## src/rtl/shared_reg_arbiter_pkg.sv

```systemverilog
// Shared state register arbiter: common types and defaults.
// One owner at a time writes the shared register.
package shared_reg_arb_pkg;

  localparam int N_REQ_DEF    = 4;
  localparam int WIDTH_DEF    = 4;
  localparam int MAX_HOLD_DEF = 8;

  typedef enum logic [1:0] {
    IDLE  = 2'd0,
    GRANT = 2'd1,
    HOLD  = 2'd2
  } arb_state_e;

endpackage

```

## src/rtl/shared_reg_arbiter_rr_pick.sv

```systemverilog
// Round-robin selector: first set request bit
// scanning upward from ptr, wrapping at N_REQ-1.
module rr_pick #(
  parameter int N_REQ = 4
) (
  input  logic [N_REQ-1:0]         Req,
  input  logic [$clog2(N_REQ)-1:0] ptr,
  output logic [$clog2(N_REQ)-1:0] winner,
  output logic                     found
);

  localparam int IW = $clog2(N_REQ);

  always_comb begin
    int idx;
    idx    = 0;
    found  = 1'b0;
    winner = '0;
    for (int k = 0; k < N_REQ; k++) begin
      idx = int'(ptr) + k;
      if (idx >= N_REQ) idx = idx - N_REQ;
      if (!found && Req[idx[IW-1:0]]) begin
        found  = 1'b1;
        winner = idx[IW-1:0];
      end
    end
  end

endmodule

```

## src/rtl/shared_reg_arbiter.sv

```systemverilog
// Round-robin arbiter and write sequencer for a
// single shared register, with bounded lock hold.
module shared_reg_arbiter
  import shared_reg_arb_pkg::*;
#(
  parameter int N_REQ    = N_REQ_DEF,
  parameter int WIDTH    = WIDTH_DEF,
  parameter int MAX_HOLD = MAX_HOLD_DEF
) (
  input  logic                     Clk,
  input  logic                     Rst_l,
  input  logic [N_REQ-1:0]         Req,
  input  logic [N_REQ-1:0]         Lock,
  input  logic [N_REQ*WIDTH-1:0]   Data,
  output logic [N_REQ-1:0]         Gnt,
  output logic [N_REQ-1:0]         Ack,
  output logic [WIDTH-1:0]         Q,
  output logic [$clog2(N_REQ)-1:0] Owner,
  output logic                     Busy
);

  localparam int IW = $clog2(N_REQ);
  localparam int CW = $clog2(MAX_HOLD + 2);
  localparam logic [N_REQ-1:0] ONE =
    {{(N_REQ-1){1'b0}}, 1'b1};

  arb_state_e state_q, state_d;

  logic [IW-1:0]    ptr_q, ptr_d;
  logic [IW-1:0]    owner_q, owner_d;
  logic [CW-1:0]    hold_q, hold_d;
  logic [N_REQ-1:0] gnt_q, gnt_d;
  logic [N_REQ-1:0] ack_q, ack_d;
  logic [WIDTH-1:0] q_q, q_d;

  logic [IW-1:0] winner;
  logic          found;
  logic          wr, lk, hold_done;
  logic [CW-1:0] hold_inc;
  logic [IW-1:0] ptr_nxt;

  rr_pick #(.N_REQ(N_REQ)) u_pick (
    .Req    (Req),
    .ptr    (ptr_q),
    .winner (winner),
    .found  (found)
  );

  assign wr        = (state_q != IDLE) && Req[owner_q];
  assign lk        = Lock[owner_q];
  assign hold_inc  = hold_q + CW'(1);
  assign hold_done = !lk || (hold_inc >= CW'(MAX_HOLD));
  assign ptr_nxt   = (owner_q == IW'(N_REQ-1)) ?
                     '0 : owner_q + IW'(1);

  always_ff @(posedge Clk or negedge Rst_l) begin
    if (!Rst_l) state_q <= IDLE;
    else        state_q <= state_d;
  end

  always_comb begin
    state_d = state_q;
    unique case (state_q)
      IDLE:    if (found) state_d = GRANT;
      GRANT:   state_d = (wr && lk) ? HOLD : IDLE;
      HOLD:    if (hold_done) state_d = IDLE;
      default: state_d = IDLE;
    endcase
  end

  always_comb begin
    ptr_d   = ptr_q;
    owner_d = owner_q;
    hold_d  = hold_q;
    gnt_d   = gnt_q;
    ack_d   = '0;
    q_d     = q_q;
    if (state_q == IDLE) begin
      if (found) begin
        gnt_d   = ONE << winner;
        owner_d = winner;
      end
    end else begin
      if (wr) begin
        q_d   = Data[owner_q*WIDTH +: WIDTH];
        ack_d = ONE << owner_q;
      end
      // an idle owner still burns hold budget
      hold_d = (state_q == GRANT) ? CW'(1) : hold_inc;
      if (state_d == IDLE) begin
        gnt_d = '0;
        ptr_d = ptr_nxt;
      end
    end
  end

  always_ff @(posedge Clk or negedge Rst_l) begin
    if (!Rst_l) begin
      ptr_q   <= '0;
      owner_q <= '0;
      hold_q  <= '0;
      gnt_q   <= '0;
      ack_q   <= '0;
      q_q     <= '0;
    end else begin
      ptr_q   <= ptr_d;
      owner_q <= owner_d;
      hold_q  <= hold_d;
      gnt_q   <= gnt_d;
      ack_q   <= ack_d;
      q_q     <= q_d;
    end
  end

  assign Gnt   = gnt_q;
  assign Ack   = ack_q;
  assign Q     = q_q;
  assign Owner = owner_q;
  assign Busy  = (state_q != IDLE);

endmodule

```

## config.mk

```make
export PLATFORM = sky130hd
export DESIGN_NAME = shared_reg_arbiter
export DESIGN_NICKNAME = d
export VERILOG_FILES = /design/src/rtl/shared_reg_arbiter_pkg.sv /design/src/rtl/shared_reg_arbiter_rr_pick.sv /design/src/rtl/shared_reg_arbiter.sv
export SDC_FILE = /design/constraint.sdc
export NUM_CORES = 1
export LEC_CHECK = 0
export ABC_AREA = 1
export BUFFER_PORTS_ARGS = -buffer_cell sky130_fd_sc_hd__buf_2
export CAP_MARGIN = 15
export CORE_UTILIZATION = 53
export CTS_BUF_LIST = sky130_fd_sc_hd__clkbuf_8
export CTS_CLUSTER_DIAMETER = 100
export DETAILED_ROUTE_END_ITERATION = 8
export PLACE_DENSITY = 0.87
export SLEW_MARGIN = 40
export SYNTH_ARGS = -nofsm -noshare
export SYNTH_HDL_FRONTEND = slang
export SYNTH_SLANG_ARGS = --single-unit
```

## constraint.sdc

```tcl
create_clock -name Clk -period 1.5 [get_ports Clk]
set_input_delay 0.15 -clock Clk [delete_from_list [all_inputs] [get_ports Clk]]
set_output_delay 0.15 -clock Clk [all_outputs]
set_load 0.005 [all_outputs]
```

==> summary by stage, run 1 <==
STA
The final max-slew violation count is 0. Timing would allow up to 0.654 GHz. The number of setup violations in the final report is 3. The final worst clock skew is 4.71 ps. The worst slew slack as a fraction of its limit is 0.681. The final hold violation count was 0.

The actual slew at the worst max-slew pin is 478 ps. Setup repair after global routing could not meet its margin everywhere. Of the available clock period, the critical path in the final layout requires 1.02.

The minimum period implied by the final worst setup slack is 1530 ps. The final worst setup slack is -29.2 ps.

Yosys
For this run, asynchronously set or reset flops after synthesis account for 1.00. The number of warnings reported in the yosys synthesis log is 0. The number of nets in the synthesized netlist is 212.

The share of synthesized area in the top cell type comes to 0.385. The number of enable flip-flop cells after synthesis is 0. In the synthesized netlist the dominant register cell turns out to be sky130_fd_sc_hd__dfrtp_1. Sorting the synthesized cells by area gives the leading types as sky130_fd_sc_hd__dfrtp_1, sky130_fd_sc_hd__nand2_1, sky130_fd_sc_hd__nand3_1, sky130_fd_sc_hd__nand2_4, sky130_fd_sc_hd__ha_1.

The number of synthesized register bits is 22. Of the synthesized area, sequential elements account for 0.385. The leading cell type by number of instances after synthesis is sky130_fd_sc_hd__nand2_1. The dominant cell type by area after synthesis is sky130_fd_sc_hd__dfrtp_1. The average instance in the mapped netlist occupies 7.90 µm². The mapped netlist covers 1430 µm². The number of library cell types mapped by synthesis is 28. The commonest cells after synthesis are sky130_fd_sc_hd__nand2_1, sky130_fd_sc_hd__dfrtp_1, sky130_fd_sc_hd__nand3_1, sky130_fd_sc_hd__nor2_1, sky130_fd_sc_hd__inv_1. The synthesized netlist cell count is 181.

Routing
The post-detailed-route count of antenna-violating nets is 0. After detailed routing, the number of vias per cell comes to 5.22. For this run, design rule violations remaining after detail routing come to 0. In this run, the number of DRC markers left after iteration 0 of detailed routing was 10. Wires add up to 3.47 mm. The via total after detailed routing is 1403. Dividing the detail-routed wire length by the instance count gives 12.9 µm. The first detailed-routing pass took 4 iterations.

Place
Input and output buffers added on the ports amount to 40. Once placement completed, the tool counted placed cells totaling 261. After detailed placement, the total cell area comes to 1750 µm². At the end of routability-driven placement, the weighted congestion stood at 0.866.

The HPWL reported at the end of detailed placement is 2.37 mm. OpenSTA, run right after detailed placement, puts the worst setup slack at -52.6 ps.

Global route
The via count of the first global-routing pass is 1215. The first-pass GRT wire length is 5.20 mm. Entering global routing, the biggest net connects 23 pins. The total global routing overflow is 0. Across every metal layer, demand over resource in global routing totals 0.253. The initial antenna violation count came to 0.

Floorplan
The initial core utilization is 0.567. In this run the vertical extent of the chip is 53.9 µm. The area of the die is 2910 µm². The area inside the core boundary is 2520 µm². The standard-cell row count is 18. The width of the chip is 53.9 µm. The number of top-level pins is 41.

Critical path
The cell that appears most often on the critical path is sky130_fd_sc_hd__buf_4. Along the worst path, the maximum fanout reaches 8. The critical path class is reg2reg. STA classifies the critical path endpoint as a register. Broken down by cell family, the worst path's largest delay share belongs to flip-flops.

In this design, the stage delay of the slowest critical-path cell is 460 ps. The critical path goes through inv_4 > buf_4 > buf_4 > o21ai_0 > o22ai_1 > mux2_2. The data arrival time of the critical path is 1680 ps. STA puts the critical path data required time at 1650 ps. The number of buffers and inverters on the critical path is 3. The largest individual stage delay along the critical path comes from the cell sky130_fd_sc_hd__dfrtp_2. STA classifies the critical path startpoint as a register.

Layout
The synthesis-to-layout area growth is 36.7%. The count of non-filler cells in the finished layout is 269. The final cell area excluding filler cells is 1950 µm². 0 antenna diodes ended up in the layout.

After filler insertion, the fill cell instance count of the layout stands at 170. The layout cell share with drive strength beyond 1 is 0.464. The post-layout net count is 271.

Clock tree
No sink is reached through more buffers than the 2 on the longest clock path. For the worst-skew pair, the clock arrives at the later sink with an insertion delay of 270 ps. Clock-pin slew was measured on the worst setup and hold paths at 80 ps. Counting the buffers created by CTS gives 3. The cell sitting at the root of the clock tree is a sky130_fd_sc_hd__clkbuf_8. Counting every sink on the clock net gives 22. The TritonCTS clock tree is built. The number of levels the H-tree was split into is 1.

Hold path
The type of the tightest min-delay check is in2reg.

Power and ir drop
Power spread over the standard cell area amounts to 2410 nW/µm². Across the VDD grid, the largest voltage drop is 1.78 mV. In this run the static leakage power is 0.00106 µW.

Run status
The final reports fail on negative setup slack. The flow ran to the end, but the final reports show violations.

Run
The tool flagged a number of max-cap violations equal to 0.
-- per-layer routing --
metal | vias up | global-route usage | share of wire
met3 | 7 | 0.0480 | 0.035
met2 | 43 | 0.422 | 0.51
met5 | - | 0 | 0
met4 | 0 | 0.0877 | 0.015
met1 | 651 | 0.323 | 0.44
li1 | 702 | - | -
-- path summary, 6_finish.rpt --
path,from,to,slack (ps),depth (start not counted)
worst max-delay path,Owner[0],Q[0],-30,6
min in group asynchronous,Rst_l,Gnt[3],370,2
max in group asynchronous,Rst_l,ptr_q[0],770,2
worst max register to register,Owner[0],Q[0],-30,6
worst min register to register,Q[1],Q[1],510,1
worst min-delay path,Data[3],Q[3],280,4
-- power breakdown --
part | internal, µW | total, µW | switching, µW
combinational | 1320 | 3080 | 1770
clock | 357 | 559 | 202
sequential | 843 | 1060 | 220
total | 2520 | 4710 | 2190
-- state kept, by name, summed over array words and instances, names as in the netlist --
register and flops:
Q 4, Gnt 4, Owner 2, Ack 4
hold_q 4, ptr_q 2, state_q 2
-- cell usage in the layout, fill, tap and decap left out, types with 2 or more instances in the layout --
cell type	synthesis	layout
sky130_fd_sc_hd__nand3_2	2	5
sky130_fd_sc_hd__nand2_2	7	15
sky130_fd_sc_hd__nand3_1	16	12
sky130_fd_sc_hd__buf_2	1	40
sky130_fd_sc_hd__dfrtp_1	22	19
sky130_fd_sc_hd__o21ai_2	2	2
sky130_fd_sc_hd__buf_4	0	13
sky130_fd_sc_hd__mux2_2	4	4
sky130_fd_sc_hd__nand2_4	6	6
sky130_fd_sc_hd__ha_1	5	5
sky130_fd_sc_hd__inv_4	0	3
sky130_fd_sc_hd__clkbuf_8	0	3
sky130_fd_sc_hd__o22ai_1	4	4
sky130_fd_sc_hd__dfrtp_2	0	3
sky130_fd_sc_hd__nor2_1	16	15
sky130_fd_sc_hd__inv_1	15	13
sky130_fd_sc_hd__buf_6	1	3
sky130_fd_sc_hd__nor2_4	1	2
sky130_fd_sc_hd__o21ai_1	5	7
sky130_fd_sc_hd__inv_2	6	5
sky130_fd_sc_hd__o21ai_0	12	9
sky130_fd_sc_hd__nand2_1	46	37
-- logic make-up (layout without fill, tap and decap cells) --
| family | after synthesis | after routing | synth area share |
|---|---|---|---|
| compound gates | 27 | 27 | 0.108 |
| buf+inv | 24 | 82 | 0.0691 |
| flops | 22 | 22 | 0.385 |
| simple gates | 98 | 98 | 0.356 |
| fa+ha+maj | 5 | 5 | 0.0437 |
| xor+xnor | 1 | 1 | 0.00613 |
| mux | 4 | 4 | 0.0315 |
-- layout make-up --
cell class              count  area (µm²)  share of cell area
clock buffers               3        41.3              0.0211
clock inverters             1        30.0              0.0154
inverters                  21        86.3              0.0442
multi-input cells         135         863               0.442
flip-flops and latches     22         554               0.284
well taps                  30        37.5              0.0192
repair buffers             57         342               0.175
-- tightest hold or removal path: stages --
cell,delay (ps)
sky130_fd_sc_hd__buf_2,70
sky130_fd_sc_hd__nor2_1,30
sky130_fd_sc_hd__o22ai_1,110
sky130_fd_sc_hd__mux2_2,160
-- metrics by stage --
step           power (µW)  TNS, ps  utilization  hold WS, ps
2_1_floorplan        2880        0            -         -146
3_3_place_gp         3610        0        0.692          136
3_5_place_dp         3680     -226        0.692          134
4_1_cts              4350    -12.8        0.734          278
5_1_grt              5070     -722        0.775          313
6_report             4710    -51.9        0.775          284
-- what timing repair did --
action / CTS / global route
setup endpoints to repair: 12 / 12
endpoints found under the hold margin: 22 / 0
pin swaps: 3 / 6
buffers inserted: 0 / 3
gates resized for setup: 10 / 24
hold buffers: 1 / 0
Power figures use the tool's default switching activity.
==> inputs of run 2 (changes only) <==
--- a/config.mk
+++ b/config.mk
@@ -13,6 +13,7 @@
 export CTS_CLUSTER_DIAMETER = 100
 export DETAILED_ROUTE_END_ITERATION = 8
 export PLACE_DENSITY = 0.87
+export RECOVER_POWER = 100
 export SLEW_MARGIN = 40
 export SYNTH_ARGS = -nofsm -noshare
 export SYNTH_HDL_FRONTEND = slang
==> run 2 against run 1 <==
Effect of this change:
- the flow still finishes with violations (negative setup slack)
- sequential share of layout area increased by 0.31 points
- via count shrank 0.14%
- core utilization shrank 0.84 points
- register-to-register slack got worse by 30 ps
- worst hold slack lost 0.79 ps
- critical path depth is 3 higher
- cell count unchanged
- largest power group unchanged
==> summary by stage, run 2 (same netlist as run 1, synthesis figures left out) <==
Run status
Result of the run: complete, but fails checks (unchanged). Violations in the final reports: negative setup slack (unchanged).

Layout
The most frequent standard cell in the layout excluding fill and tap cells was sky130_fd_sc_hd__nand2_1 (was sky130_fd_sc_hd__buf_2). Top library cells by usage in the layout, fill and taps aside: sky130_fd_sc_hd__nand2_1, sky130_fd_sc_hd__buf_2, sky130_fd_sc_hd__dfrtp_1, sky130_fd_sc_hd__nor2_1, sky130_fd_sc_hd__nand2_2 (was sky130_fd_sc_hd__buf_2, sky130_fd_sc_hd__nand2_1, sky130_fd_sc_hd__dfrtp_1, sky130_fd_sc_hd__nor2_1, sky130_fd_sc_hd__nand2_2). The total area of sequential cells is 554 µm² (unchanged). The layout cell share with drive strength beyond 1 was 0.427 (was 0.464). The final cell area excluding filler cells is 1930 µm² (was 1950 µm²). The area of the multi-input gates came to 856 µm² (was 863 µm²). The antenna diode count is 0 (unchanged). The filler cell count is 180 (was 170). The synthesis-to-layout area growth came to 35.2% (was 36.7%).

The post-layout net count is 271 (unchanged).

Routing
The number of vias per cell after detailed routing was 5.21 (was 5.22). The average routed wire per standard cell is 12.9 µm (about the same). The detailed-route DRC error count is 0 (unchanged). The initial detailed-routing violation count is 11 (was 10). The final wirelength is 3.48 mm (was 3.47 mm). The via total after detailed routing came to 1401 (was 1403). The first-pass iteration count of the detailed router came to 4 (unchanged). The post-detailed-route count of antenna-violating nets is 0 (unchanged).

Floorplan
The initial core utilization is 0.567 (unchanged). The number of top-level pins is 41 (unchanged). The area inside the core boundary is 2520 µm² (unchanged). The width of the chip is 53.9 µm (unchanged). The area of the die is 2910 µm² (unchanged). The die extent in y came to 53.9 µm (unchanged). The standard-cell row count is 18 (unchanged).

Critical path
The critical path class was reg2reg (unchanged). Worst-path cell chain: inv_4 > buf_4 > nand2_1 > nand3_1 > nand3_1 > o21ai_4 > buf_4 > nand3_1 > nand2_1 (was inv_4 > buf_4 > buf_4 > o21ai_0 > o22ai_1 > mux2_2). The top cell family by delay on the critical path was flip-flops (unchanged).

The startpoint class of the critical path is a register (unchanged). The destination of the worst register-to-register timing path is Gnt[1] (was Q[0]). The data required time of the worst path came to 1710 ps (was 1650 ps). The reg-to-reg setup timing slack is -50 ps (was -30 ps).

The library cell appearing most often on the critical path is sky130_fd_sc_hd__nand3_1 (was sky130_fd_sc_hd__buf_4). The cell count of the worst reg-to-reg path was 9 (was 6). The kind of capture point of the worst setup path was a register (unchanged).

The slowest stage cell on the critical path is sky130_fd_sc_hd__dfrtp_2 (unchanged). The data arrival time of the critical path is 1770 ps (was 1680 ps). The origin of the critical flop-to-flop path is Owner[0] (unchanged). The sum of buffers and inverters on the critical path was 3 (unchanged). The maximum single-stage delay on the critical path is 480 ps (was 460 ps). The maximum fanout along the worst path is 5 (was 8).

Hold path
The type of the tightest min-delay check is in2reg (unchanged). The critical hold path startpoint is Data[1] (was Data[3]). The count of cells along the worst hold path is 4 (unchanged). The worst hold endpoint is Q[1] (was Q[3]).

Clock tree
The TritonCTS clock tree is built (unchanged). The number of levels the H-tree was split into is 1 (unchanged). The maximum clock path buffer count was 2 (unchanged). The clock root buffer is sky130_fd_sc_hd__clkbuf_8 (unchanged). The clock sink count was 22 (unchanged). The total CTS buffers is 3 (unchanged).

The clock transition at the registers of the reported paths is 90 ps (was 80 ps). The clock insertion delay at the later pin of the skew report was 270 ps (about the same).

STA
The minimum period implied by the final worst setup slack is 1550 ps (was 1530 ps). The final hold violation count was 0 (unchanged). RSZ-0062 raised after global routing: yes (unchanged).

The maximum clock rate was 0.643 GHz (was 0.654 GHz). The final max-slew violation count is 0 (unchanged). The final worst setup slack came to -54.2 ps (was -29.2 ps). The number of setup violations in the final report is 7 (was 3). The worst slew slack as a fraction of its limit is 0.637 (was 0.681). The share of the clock period used by the worst path after layout came to 1.04 (was 1.02). The aggregate negative setup slack is -298 ps (was -51.9 ps). The actual slew at the worst max-slew pin was 545 ps (was 478 ps). The final worst clock skew came to 6.34 ps (was 4.71 ps).

Power and ir drop
The areal power density over the cells is 2400 nW/µm² (was 2410 nW/µm²). The leakage dissipation was 0.00103 µW (was 0.00106 µW). The maximum VDD drop is 1.78 mV (about the same).

Place
The count of port buffers added during placement is 40 (unchanged). The placed standard-cell area came to 1750 µm² (unchanged). The post-placement setup slack came to -52.6 ps (unchanged). The HPWL reported at the end of detailed placement was 2.37 mm (unchanged).

The weighted congestion at the end of routability-driven global placement is 0.866 (unchanged).

Global route
The initial antenna violation count was 0 (unchanged). The first-pass GRT wire length is 5.20 mm (unchanged). The overall routing resource usage is 0.253 (unchanged). The largest net degree at the start of global routing is 23 (unchanged). The total global routing overflow came to 0 (unchanged). The via count of the first global-routing pass came to 1215 (unchanged).

Run
The count of maximum capacitance violations is 0 (unchanged).
[run 2: area by class of cell]
type | count | area share
multi-input combinational | 135 | 0.443
sequential | 22 | 0.287
timing repair buffer | 57 | 0.170
inverter | 21 | 0.0447
clock buffer | 3 | 0.0214
tap | 30 | 0.0194
clock inverter | 1 | 0.0155
[run 2: timing repair]
action | in CTS | in global routing
pin swaps | 3 | 6
hold buffers | 1 | 0
setup endpoints to repair | 12 | 12
setup buffers | 0 | 3
resized for setup | 10 | 24
hold endpoints to repair | 22 | 0
[run 2: power by group]
group          total (µW)  internal (µW)  switching [µW]
sequential           1060            843             217
combinational        3030           1270            1760
clock                 562            357             205
[run 2: per-layer routing]
metal	global-route usage	routed length, µm	vias up
li1	-	-	702
met2	0.422	1760	44
met4	0.0877	54	0
met5	0	0	-
met1	0.323	1530	648
met3	0.0480	135	7
[run 2: worst max path at each step]
| stage | from | end | slack (ps) | cells past startpoint |
|---|---|---|---|---|
| finish | Owner[0] | Gnt[1] | -50 | 9 |
| global route | Owner[0] | Gnt[3] | -130 | 9 |
| CTS | ptr_q[0] | Gnt[0] | -9 | 11 |
| detailed placement | ptr_q[0] | Gnt[0] | -50 | 10 |
| global placement | ptr_q[0] | Gnt[0] | 9 | 10 |
| floorplan | state_q[1] | Q[0] | 100 | 4 |
[run 2: per-stage QoR]
stage | util | instances | power [µW] | hold WS, ps
floorplan | - | 181 | 2880 | -146
global placement | 0.692 | 261 | 3610 | 136
detailed placement | 0.692 | 261 | 3680 | 134
CTS | 0.734 | 266 | 4350 | 278
global route | 0.766 | 269 | 5020 | 313
finish | 0.766 | 269 | 4650 | 283
[run 2: tightest hold or removal path, cell delays in order]
cell                      delay, ps
sky130_fd_sc_hd__buf_2           80
sky130_fd_sc_hd__nor2_1          30
sky130_fd_sc_hd__o22ai_1        110
sky130_fd_sc_hd__mux2_2         160
